<file path="src/rtl/packed_record_reader.sv">
// Unpacks one {elem[N_ELEM-1:0], tail} record into one element beat per cycle, with the tail held on a side port.
// First beat appears 1 cycle after load; outputs hold while out_ready is low; a reload is taken on the last-beat transfer.
module packed_record_reader #(
    parameter  int N_ELEM    = 6,
    parameter  int ELEM_W    = 8,
    parameter  int TAIL_W    = 16,
    parameter  int MSB_FIRST = 0,
    localparam int REC_W     = N_ELEM*ELEM_W + TAIL_W,
    localparam int IDX_W     = (N_ELEM > 1) ? $clog2(N_ELEM) : 1
) (
    input  logic              clk,
    input  logic              rst,
    input  logic              in_valid,
    output logic              in_ready,
    input  logic [REC_W-1:0]  in_rec,
    output logic              out_valid,
    input  logic              out_ready,
    output logic [ELEM_W-1:0] out_elem,
    output logic [IDX_W-1:0]  out_idx,
    output logic              out_last,
    output logic [TAIL_W-1:0] out_tail
);

    typedef enum logic {S_IDLE, S_SEND} state_t;

    state_t             r_state;
    logic [REC_W-1:0]   r_rec;
    logic [IDX_W-1:0]   r_k;
    logic               r_out_valid;
    logic               r_out_last;
    logic [ELEM_W-1:0]  r_out_elem;
    logic [IDX_W-1:0]   r_out_idx;
    logic [TAIL_W-1:0]  r_out_tail;

    logic               w_load;
    logic               w_xfer;
    logic [REC_W-1:0]   w_src;
    logic [IDX_W-1:0]   w_k_next;
    logic [IDX_W-1:0]   w_idx_next;
    logic [ELEM_W-1:0]  w_elem_next;
    logic               w_last_next;

    assign in_ready = (r_state == S_IDLE) | (r_out_valid & out_ready & r_out_last);
    assign w_load   = in_valid & in_ready;
    assign w_xfer   = r_out_valid & out_ready;

    // Next beat is precomputed so every output leaves a register; on a load it comes from in_rec directly.
    always_comb begin
        w_src    = w_load ? in_rec : r_rec;
        w_k_next = w_load ? '0 : r_k + 1'b1;
        if (MSB_FIRST != 0)
            w_idx_next = IDX_W'(N_ELEM - 1) - w_k_next;
        else
            w_idx_next = w_k_next;
        w_elem_next = w_src[TAIL_W + int'(w_idx_next)*ELEM_W +: ELEM_W];
        w_last_next = (w_k_next == IDX_W'(N_ELEM - 1));
    end

    always_ff @(posedge clk or posedge rst) begin
        if (rst) begin
            r_state     <= S_IDLE;
            r_rec       <= '0;
            r_k         <= '0;
            r_out_valid <= 1'b0;
            r_out_last  <= 1'b0;
            r_out_elem  <= '0;
            r_out_idx   <= '0;
            r_out_tail  <= '0;
        end else if (w_load) begin
            r_state     <= S_SEND;
            r_rec       <= in_rec;
            r_k         <= '0;
            r_out_valid <= 1'b1;
            r_out_last  <= w_last_next;
            r_out_elem  <= w_elem_next;
            r_out_idx   <= w_idx_next;
            r_out_tail  <= in_rec[TAIL_W-1:0];
        end else if (w_xfer) begin
            if (r_out_last) begin
                // Element/index/tail keep their final values while idle.
                r_state     <= S_IDLE;
                r_out_valid <= 1'b0;
                r_out_last  <= 1'b0;
            end else begin
                r_k         <= w_k_next;
                r_out_last  <= w_last_next;
                r_out_elem  <= w_elem_next;
                r_out_idx   <= w_idx_next;
            end
        end
    end

    assign out_valid = r_out_valid;
    assign out_last  = r_out_last;
    assign out_elem  = r_out_elem;
    assign out_idx   = r_out_idx;
    assign out_tail  = r_out_tail;

endmodule

</file>
<file path="config.mk">
export PLATFORM = sky130hd
export DESIGN_NAME = packed_record_reader
export DESIGN_NICKNAME = d
export VERILOG_FILES = /design/src/rtl/packed_record_reader.sv
export SDC_FILE = /design/constraint.sdc
export NUM_CORES = 1
export LEC_CHECK = 0
export CORE_MARGIN = 5
export CORE_UTILIZATION = 44
export DETAILED_ROUTE_END_ITERATION = 8
export GPL_ROUTABILITY_DRIVEN = 0
export PLACE_DENSITY = 0.85
export RECOVER_POWER = 25
export SLEW_MARGIN = 25
export SYNTH_ARGS = -nofsm -noshare
export SYNTH_HDL_FRONTEND = slang
export SYNTH_SLANG_ARGS = --single-unit
</file>
<file path="constraint.sdc">
create_clock -name clk -period 2.3 [get_ports clk]
set_input_delay 0.46 -clock clk [delete_from_list [all_inputs] [get_ports clk]]
set_output_delay 0.46 -clock clk [all_outputs]
set_load 0.01 [all_outputs]
</file>
==> impl_metrics.sql, run 1 <==
INSERT INTO impl_metrics (metric_group, metric, value, unit) VALUES
('status', 'outcome', 'finished, final reports clean', ''),
('logic_synthesis', 'netlist_area', '3700', 'um2'),
('cts', 'cts.root.buffer_cell', 'clkbuf_8', ''),
('sta', 'finalSetupViolCount', '0', ''),
('grt', 'grt.met2_usage', '31.0', '%'),
('floorplan', 'rows', '33', ''),
('logic_synthesis', 'synth_cells', '401', ''),
('logic_synthesis', 'synth_cell_type_count', '28', ''),
('logic_synthesis', 'synth_ff_type', 'dfrtp_1', ''),
('detailed_routing', 'detail_route.wl_per_cell', '15.5', 'um'),
('sta', 'max_clock_freq', '471', 'MHz'),
('floorplan', 'core_area', '8220', 'um2'),
('cts', 'cts_buffer_depth', '2', ''),
('layout', 'num_antenna_cells', '0', ''),
('cts', 'postCtsSetupRepairBufs', '0', ''),
('worst_setup_path', 'cpPeakStageDelay', '550', 'ps'),
('cts', 'tritoncts', 'yes', ''),
('worst_setup_path', 'critical_path_rt', '1840', 'ps'),
('logic_synthesis', 'synthDominantAreaCellType', 'dfrtp_1', ''),
('detailed_routing', 'route.antenna.remaining_nets', '0', ''),
('place', 'dp_hpwl', '6450', 'um'),
('sta', 'max_slew_vio_count', '0', ''),
('worst_setup_path', 'endpoint_kind', 'output port', ''),
('sta', 'timing.slew.headroom', '38.9', '%'),
('floorplan', 'boundaryPins', '98', ''),
('worst_setup_path', 'cp_common_cell', 'clkdlybuf4s50_1', ''),
('worst_hold_path', 'min_path_type', 'reg -> reg', ''),
('detailed_routing', 'detail_route.first_pass.iterations', '5', ''),
('layout', 'layout_cell_area_excl_fill', '4920', 'um2'),
('sta', 'fin_setup_tns', '0', 'ps'),
('logic_synthesis', 'yosysTopAreaCellShare', '54.1', '%'),
('worst_setup_path', 'cp_slowest_cell', 'clkdlybuf4s50_1', ''),
('logic_synthesis', 'synth_enable_flop_cells', '0', ''),
('logic_synthesis', 'ys_warn_count', '0', ''),
('worst_setup_path', 'critical_path.n_buffers_inverters', '3', ''),
('logic_synthesis', 'synth_seq_area_share', '54.1', '%'),
('grt', 'grt.overflow.total', '0', ''),
('sta', 'finalCriticalPeriod', '2120', 'ps'),
('floorplan', 'total_die_area', '10300', 'um2'),
('worst_setup_path', 'timing.critical_path.max_delay_family', 'buffers and inverters', ''),
('worst_setup_path', 'critPathLaunchType', 'input port', ''),
('detailed_routing', 'drc', '0', ''),
('detailed_routing', 'detail_route.vias_per_cell', '5.16', ''),
('floorplan', 'die_x', '102', 'um'),
('logic_synthesis', 'synth_seq_cells', '80', ''),
('grt', 'met3_use_gr', '4.82', '%'),
('sta', 'timing.clock.skew', '5.80', 'ps'),
('layout', 'area.growth.synth_to_final', '32.8', '%'),
('grt', 'largest_net_degree_at_the_start_of_global_routing', '68', ''),
('worst_setup_path', 'crit_arrival', '1660', 'ps'),
('worst_setup_path', 'criticalPathCategory', 'in -> out', ''),
('cts', 'htree_levels', '3', ''),
('power_and_ir_drop', 'max_ir_drop_vdd', '0.599', 'mV'),
('detailed_routing', 'detailedRoute.firstIterationViolations', '216', ''),
('layout', 'numnets_final', '552', ''),
('grt', 'gr-max-usage-layer', 'met2', ''),
('grt', 'first_pass_grt_wire_length', '14800', 'um'),
('detailed_routing', 'vias', '3052', ''),
('grt', 'global_route.usage.total', '18.3', '%'),
('sta', 'hold_violations', '0', ''),
('sta', 'grt_setup_unrepaired', 'false', ''),
('layout', 'drive_gt1_share', '9.88', '%'),
('floorplan', 'die_y', '102', 'um'),
('grt', 'grt_antenna_before_repair', '0', ''),
('power_and_ir_drop', 'power-per-cell-area', '1280', 'nW/um2'),
('cts', 'numCtsBuffers', '9', ''),
('logic_synthesis', 'avgSynthCellArea', '9.23', 'um2'),
('job', 'max_capacitance_violation_total', '0', ''),
('cts', 'numClockSinks', '80', ''),
('logic_synthesis', 'synth_fp_nets', '470', ''),
('logic_synthesis', 'synthArstFlopShare', '100', '%');
-- layer usage --
metal  up-vias  wire [um]
met4         0         93
met5         -          0
li1       1445          -
met2       147       4710
met3        10        701
met1      1450       3680
-- flip-flops by register name, summed over array words and instances (netlist names) --
| name | cells |
|---|---|
| out_elem | 8 |
| r_k | 3 |
| out_last | 1 |
| r_rec | 64 |
| out_idx | 3 |
| out_valid | 1 |
-- power by group --
part	internal (mW)	switching, mW	total (mW)
registers	2.04	0.348	2.39
clock network	0.769	0.491	1.26
logic	1.36	1.28	2.64
total	4.17	2.12	6.29
-- synthesized netlist by cell type, types with 2 or more instances --
cell type and number:
nor2_1 10, a222oi_1 8, a221oi_1 8, a21oi_1 4
nand2_1 216, nand2b_1 3, buf_2 5, clkbuf_1 8
inv_1 4, buf_4 17, xor2_1 2, dfrtp_1 80
buf_6 7, mux4_2 8, mux2_2 8
-- area by class of cell --
| cell class | instances | area (um2) |
|---|---|---|
| Clock buffer | 11 | 151 |
| Clock inverter | 3 | 90.1 |
| Fill cell | 694 | 3300 |
| Inverter | 4 | 16.3 |
| Multi-Input combinational cell | 279 | 1430 |
| Sequential cell | 80 | 2000 |
| Tap cell | 105 | 131 |
| Timing Repair Buffer | 109 | 1100 |
-- kinds of logic after synthesis --
logic type	synth area share (%)
AND/OR/NAND/NOR	24.4
flip-flops	54.1
buffers and inverters	7.57
AO/OA/AOI/OAI	5.81
multiplexers	7.30
XOR/XNOR	0.473
adder cells (fa/ha/maj)	0.338
-- tightest hold or removal path, cell delays in order, from the launching register on --
cell	delay, ps
dfrtp_1	340
nand2_1	50
nand2_1	50
-- path summary, 6_finish.rpt --
kind	startpoint	to	slack [ps]	cells past startpoint
min in group asynchronous	rst	r_rec[9]	600	2
max	out_ready	in_ready	180	4
min reg2reg	r_rec[7]	r_rec[7]	480	2
min	r_rec[7]	r_rec[7]	480	2
max in group asynchronous	rst	r_rec[60]	380	3
max reg2reg	r_k[0]	out_elem[0]	370	5
-- cells in the final DEF, fill, tap and decap left out, types with 2 or more instances in the layout --
master,n
a21oi_1,4
a221oi_1,8
a222oi_1,8
buf_12,3
buf_4,8
bufinv_16,3
clkbuf_8,11
clkdlybuf4s50_1,95
dfrtp_1,80
dlygate4sd3_1,2
inv_1,3
mux2_2,8
mux4_2,8
nand2_1,216
nand2b_1,2
nor2_1,10
xor2_1,2
-- through the flow --
step                      setup WS (ps)  std cells  power, mW  util, %  hold slack (ps)
after floorplan                     513        401       4.15        -              439
after global placement              181        577       4.92     57.1              453
after detailed placement            158        577       5.06     57.1              458
after CTS                           159        591       6.33     60.0              428
after global routing               70.1        591       6.71     59.8              493
final                               176        591       6.29     59.8              475
Power figures use the tool's default switching activity.
==> run 2, diff against run 1 <==
ABC_CLOCK_PERIOD_IN_PS = 2300   (was not set)
==> results of run 2 <==
Final layout, timing and power as in run 1 (identical DEF).
==> run 3, diff against run 2 <==
CORE_MARGIN = not set   (was 5)
==> run 3 against run 2 <==
Sequential share of layout area is 0.30 points higher; power is 2.4% lower; via count is 2.9% lower; largest power group unchanged; highest routed layer unchanged.
==> impl_metrics.sql, run 3 (synthesis results as in run 1) <==
INSERT INTO impl_metrics (metric_group, metric, value, unit) VALUES
('cts', 'htree_levels', '3', ''),
('sta', 'setup_slack', '154', 'ps'),
('detailed_routing', 'route.antenna.remaining_nets', '0', ''),
('worst_hold_path', 'min_path_type', 'reg -> reg', ''),
('floorplan', 'total_die_area', '8780', 'um2'),
('layout', 'final_core_occ', '59.7', '%'),
('cts', 'tritoncts', 'yes', ''),
('grt', 'global_route.usage.total', '20.8', '%'),
('grt', 'met3_use_gr', '5.26', '%'),
('floorplan', 'start_util', '45.3', '%'),
('sta', 'transition_time_at_the_pin_with_the_least_slew_margin', '853', 'ps'),
('power_and_ir_drop', 'sw_frac_of_total', '34.3', '%'),
('power_and_ir_drop', 'power_frac_seq', '39.2', '%'),
('cts', 'cts_buffer_depth', '2', ''),
('layout', 'area.growth.synth_to_final', '31.8', '%'),
('grt', 'grt.met2_usage', '35.3', '%'),
('sta', 'grt_setup_unrepaired', 'false', ''),
('sta', 'timing.clock.skew', '9.71', 'ps'),
('power_and_ir_drop', 'net-switching-power', '2.11', 'mW'),
('floorplan', 'rows', '33', ''),
('cts', 'post_cts_resized', '0', ''),
('sta', 'fin_crit_sh', '93.3', '%'),
('power_and_ir_drop', 'p_int', '4.03', 'mW'),
('power_and_ir_drop', 'p_comb_share', '41.9', '%'),
('worst_setup_path', 'reg2reg_setup_slack', '380', 'ps'),
('cts', 'numCtsBuffers', '9', ''),
('floorplan', 'core_area', '8180', 'um2'),
('worst_setup_path', 'ff2ff_path_depth', '5', ''),
('worst_hold_path', 'hold-path-endpoint', 'r_rec[59]', ''),
('grt', 'largest_net_degree_at_the_start_of_global_routing', '66', ''),
('sta', 'max_clock_freq', '466', 'MHz'),
('grt', 'grt_pass1_vias', '3059', ''),
('worst_setup_path', 'critPathLaunchType', 'input port', ''),
('worst_setup_path', 'worstReg2RegEnd', 'out_elem[3]', ''),
('layout', 'layout_cell_area_excl_fill', '4880', 'um2'),
('detailed_routing', 'detail_route.first_pass.iterations', '5', ''),
('worst_setup_path', 'crit_arrival', '1690', 'ps'),
('layout', 'num_antenna_cells', '0', ''),
('power_and_ir_drop', 'max_ir_drop_vdd', '0.502', 'mV'),
('detailed_routing', 'drc', '0', ''),
('floorplan', 'die_x', '93.7', 'um'),
('cts', 'cts_hold_repair.buffers', '0', ''),
('worst_hold_path', 'worst_hold_path_cells', '2', ''),
('sta', 'finalCriticalPeriod', '2150', 'ps'),
('cts', 'clkLatencyLatePin', '350', 'ps'),
('worst_setup_path', 'critical_path_rt', '1840', 'ps'),
('layout', 'regMostFlops', 'r_rec', ''),
('worst_setup_path', 'critical_path.n_buffers_inverters', '3', ''),
('detailed_routing', 'detail_route.vias_per_cell', '5.00', ''),
('worst_setup_path', 'criticalPathCategory', 'in -> out', ''),
('worst_setup_path', 'cpPeakStageDelay', '550', 'ps'),
('floorplan', 'boundaryPins', '98', ''),
('sta', 'finalSetupViolCount', '0', ''),
('job', 'max_capacitance_violation_total', '0', ''),
('layout', 'drive_gt1_share', '10.2', '%'),
('sta', 'timing.slew.headroom', '43.1', '%'),
('layout', 'number_of_flip_flops_under_the_largest_register_name', '64', ''),
('grt', 'grt.overflow.total', '0', ''),
('cts', 'cts.root.buffer_cell', 'clkbuf_8', ''),
('cts', 'clk_pin_slew', '70', 'ps'),
('worst_setup_path', 'cp_common_cell', 'clkdlybuf4s50_1', ''),
('worst_setup_path', 'cp_slowest_cell', 'clkdlybuf4s50_1', ''),
('grt', 'grt_antenna_before_repair', '0', ''),
('layout', 'numnets_final', '552', ''),
('sta', 'hold_violations', '0', ''),
('place', 'port-buffer-count', '97', ''),
('detailed_routing', 'detailedRoute.firstIterationViolations', '207', ''),
('cts', 'postCtsSetupRepairBufs', '0', ''),
('sta', 'fin_setup_tns', '0', 'ps'),
('worst_setup_path', 'reg2reg_from', 'r_k[1]', ''),
('place', 'preCtsSetupSlack', '153', 'ps'),
('place', 'placement.cell_area', '4660', 'um2'),
('place', 'dp_hpwl', '5950', 'um'),
('worst_hold_path', 'worstHoldStart', 'r_rec[59]', ''),
('worst_setup_path', 'critical_path.cell_chain', 'clkdlybuf4s50_1, a21boi_2, inv_1, clkdlybuf4s50_1', ''),
('worst_setup_path', 'timing.critical_path.fanout_max', '2', ''),
('grt', 'groute.layer.met1.usage', '25.1', '%'),
('worst_setup_path', 'worstSetupStartpoint', 'out_ready', ''),
('grt', 'gr-max-usage-layer', 'met2', ''),
('layout', 'layout_common_cells', 'nand2_1 (216), clkdlybuf4s50_1 (95), dfrtp_1 (80)', ''),
('detailed_routing', 'postRouteWirelength', '8360', 'um'),
('worst_setup_path', 'timing.critical_path.max_delay_family', 'buffers and inverters', ''),
('detailed_routing', 'detail_route.wl_per_cell', '14.1', 'um'),
('sta', 'whs', '473', 'ps'),
('floorplan', 'die_y', '93.7', 'um'),
('detailed_routing', 'vias', '2965', ''),
('layout', 'most_common_cell_after_layout_fill_and_taps_aside', 'nand2_1', ''),
('power_and_ir_drop', 'cellLeakagePower', '2.35', 'nW'),
('power_and_ir_drop', 'power_frac_clock', '18.9', '%'),
('status', 'outcome', 'finished, final reports clean', ''),
('worst_setup_path', 'endpoint_kind', 'output port', ''),
('power_and_ir_drop', 'power-per-cell-area', '1260', 'nW/um2'),
('cts', 'numClockSinks', '80', ''),
('sta', 'max_slew_vio_count', '0', ''),
('grt', 'first_pass_grt_wire_length', '13900', 'um');
[run 3: changes by cell type in the layout (fill, tap and decap cells not counted)]
| cell | previous run | this run |
|---|---|---|
| buf_12 | 3 | 1 |
| buf_4 | 8 | 10 |
| bufinv_16 | 3 | 2 |
| clkbuf_8 | 11 | 10 |
| clkinv_4 | 0 | 2 |
| clkinvlp_4 | 0 | 2 |
[run 3: metrics by stage]
stage	total power, mW	cells
after floorplan	4.15	401
after global placement	4.89	577
after detailed placement	5.02	577
after CTS	6.19	593
after global routing	6.56	593
final	6.14	593
[run 3: how the worst max path moves through the flow]
| stage | end | slack [ps] | cells past startpoint |
|---|---|---|---|
| floorplan | out_elem[1] | 510 | 5 |
| CTS | in_ready | 160 | 4 |
| global route | in_ready | 90 | 3 |
| global placement | in_ready | 180 | 4 |
| detailed placement | out_elem[6] | 150 | 5 |
| finish | in_ready | 150 | 4 |
[run 3: per-layer routing]
metal / share of wire [%] / wire length, um / up-vias
li1: - / - / 1448
met1: 41 / 3410 / 1396
met2: 51 / 4220 / 108
met3: 6.7 / 561 / 13
met4: 1.9 / 157 / 0
met5: 0 / 0 / -
[run 3: cell type report]
type | count | area (um2)
inverters | 4 | 16.3
clock inverters | 6 | 92.6
fillers | 697 | 3300
multi-input cells | 279 | 1430
flip-flops and latches | 80 | 2000
well taps | 105 | 131
clock buffers | 10 | 138
repair buffers | 109 | 1070
[run 3: tightest hold or removal path, delay by kind of cell, from the launching register on]
family | cells | cell delay [ps]
AND/OR/NAND/NOR | 2 | 100
flip-flops | 1 | 340
[run 3: power by group through the flow]
stage          combinational, mW  sequential, mW  clock [mW]
3_5_place_dp                2.59            2.43           0
2_1_floorplan               1.79            2.37           0
5_1_grt                     2.84            2.47        1.24
4_1_cts                     2.61            2.40        1.18
6_report                    2.57            2.41        1.16
3_3_place_gp                2.51            2.39           0
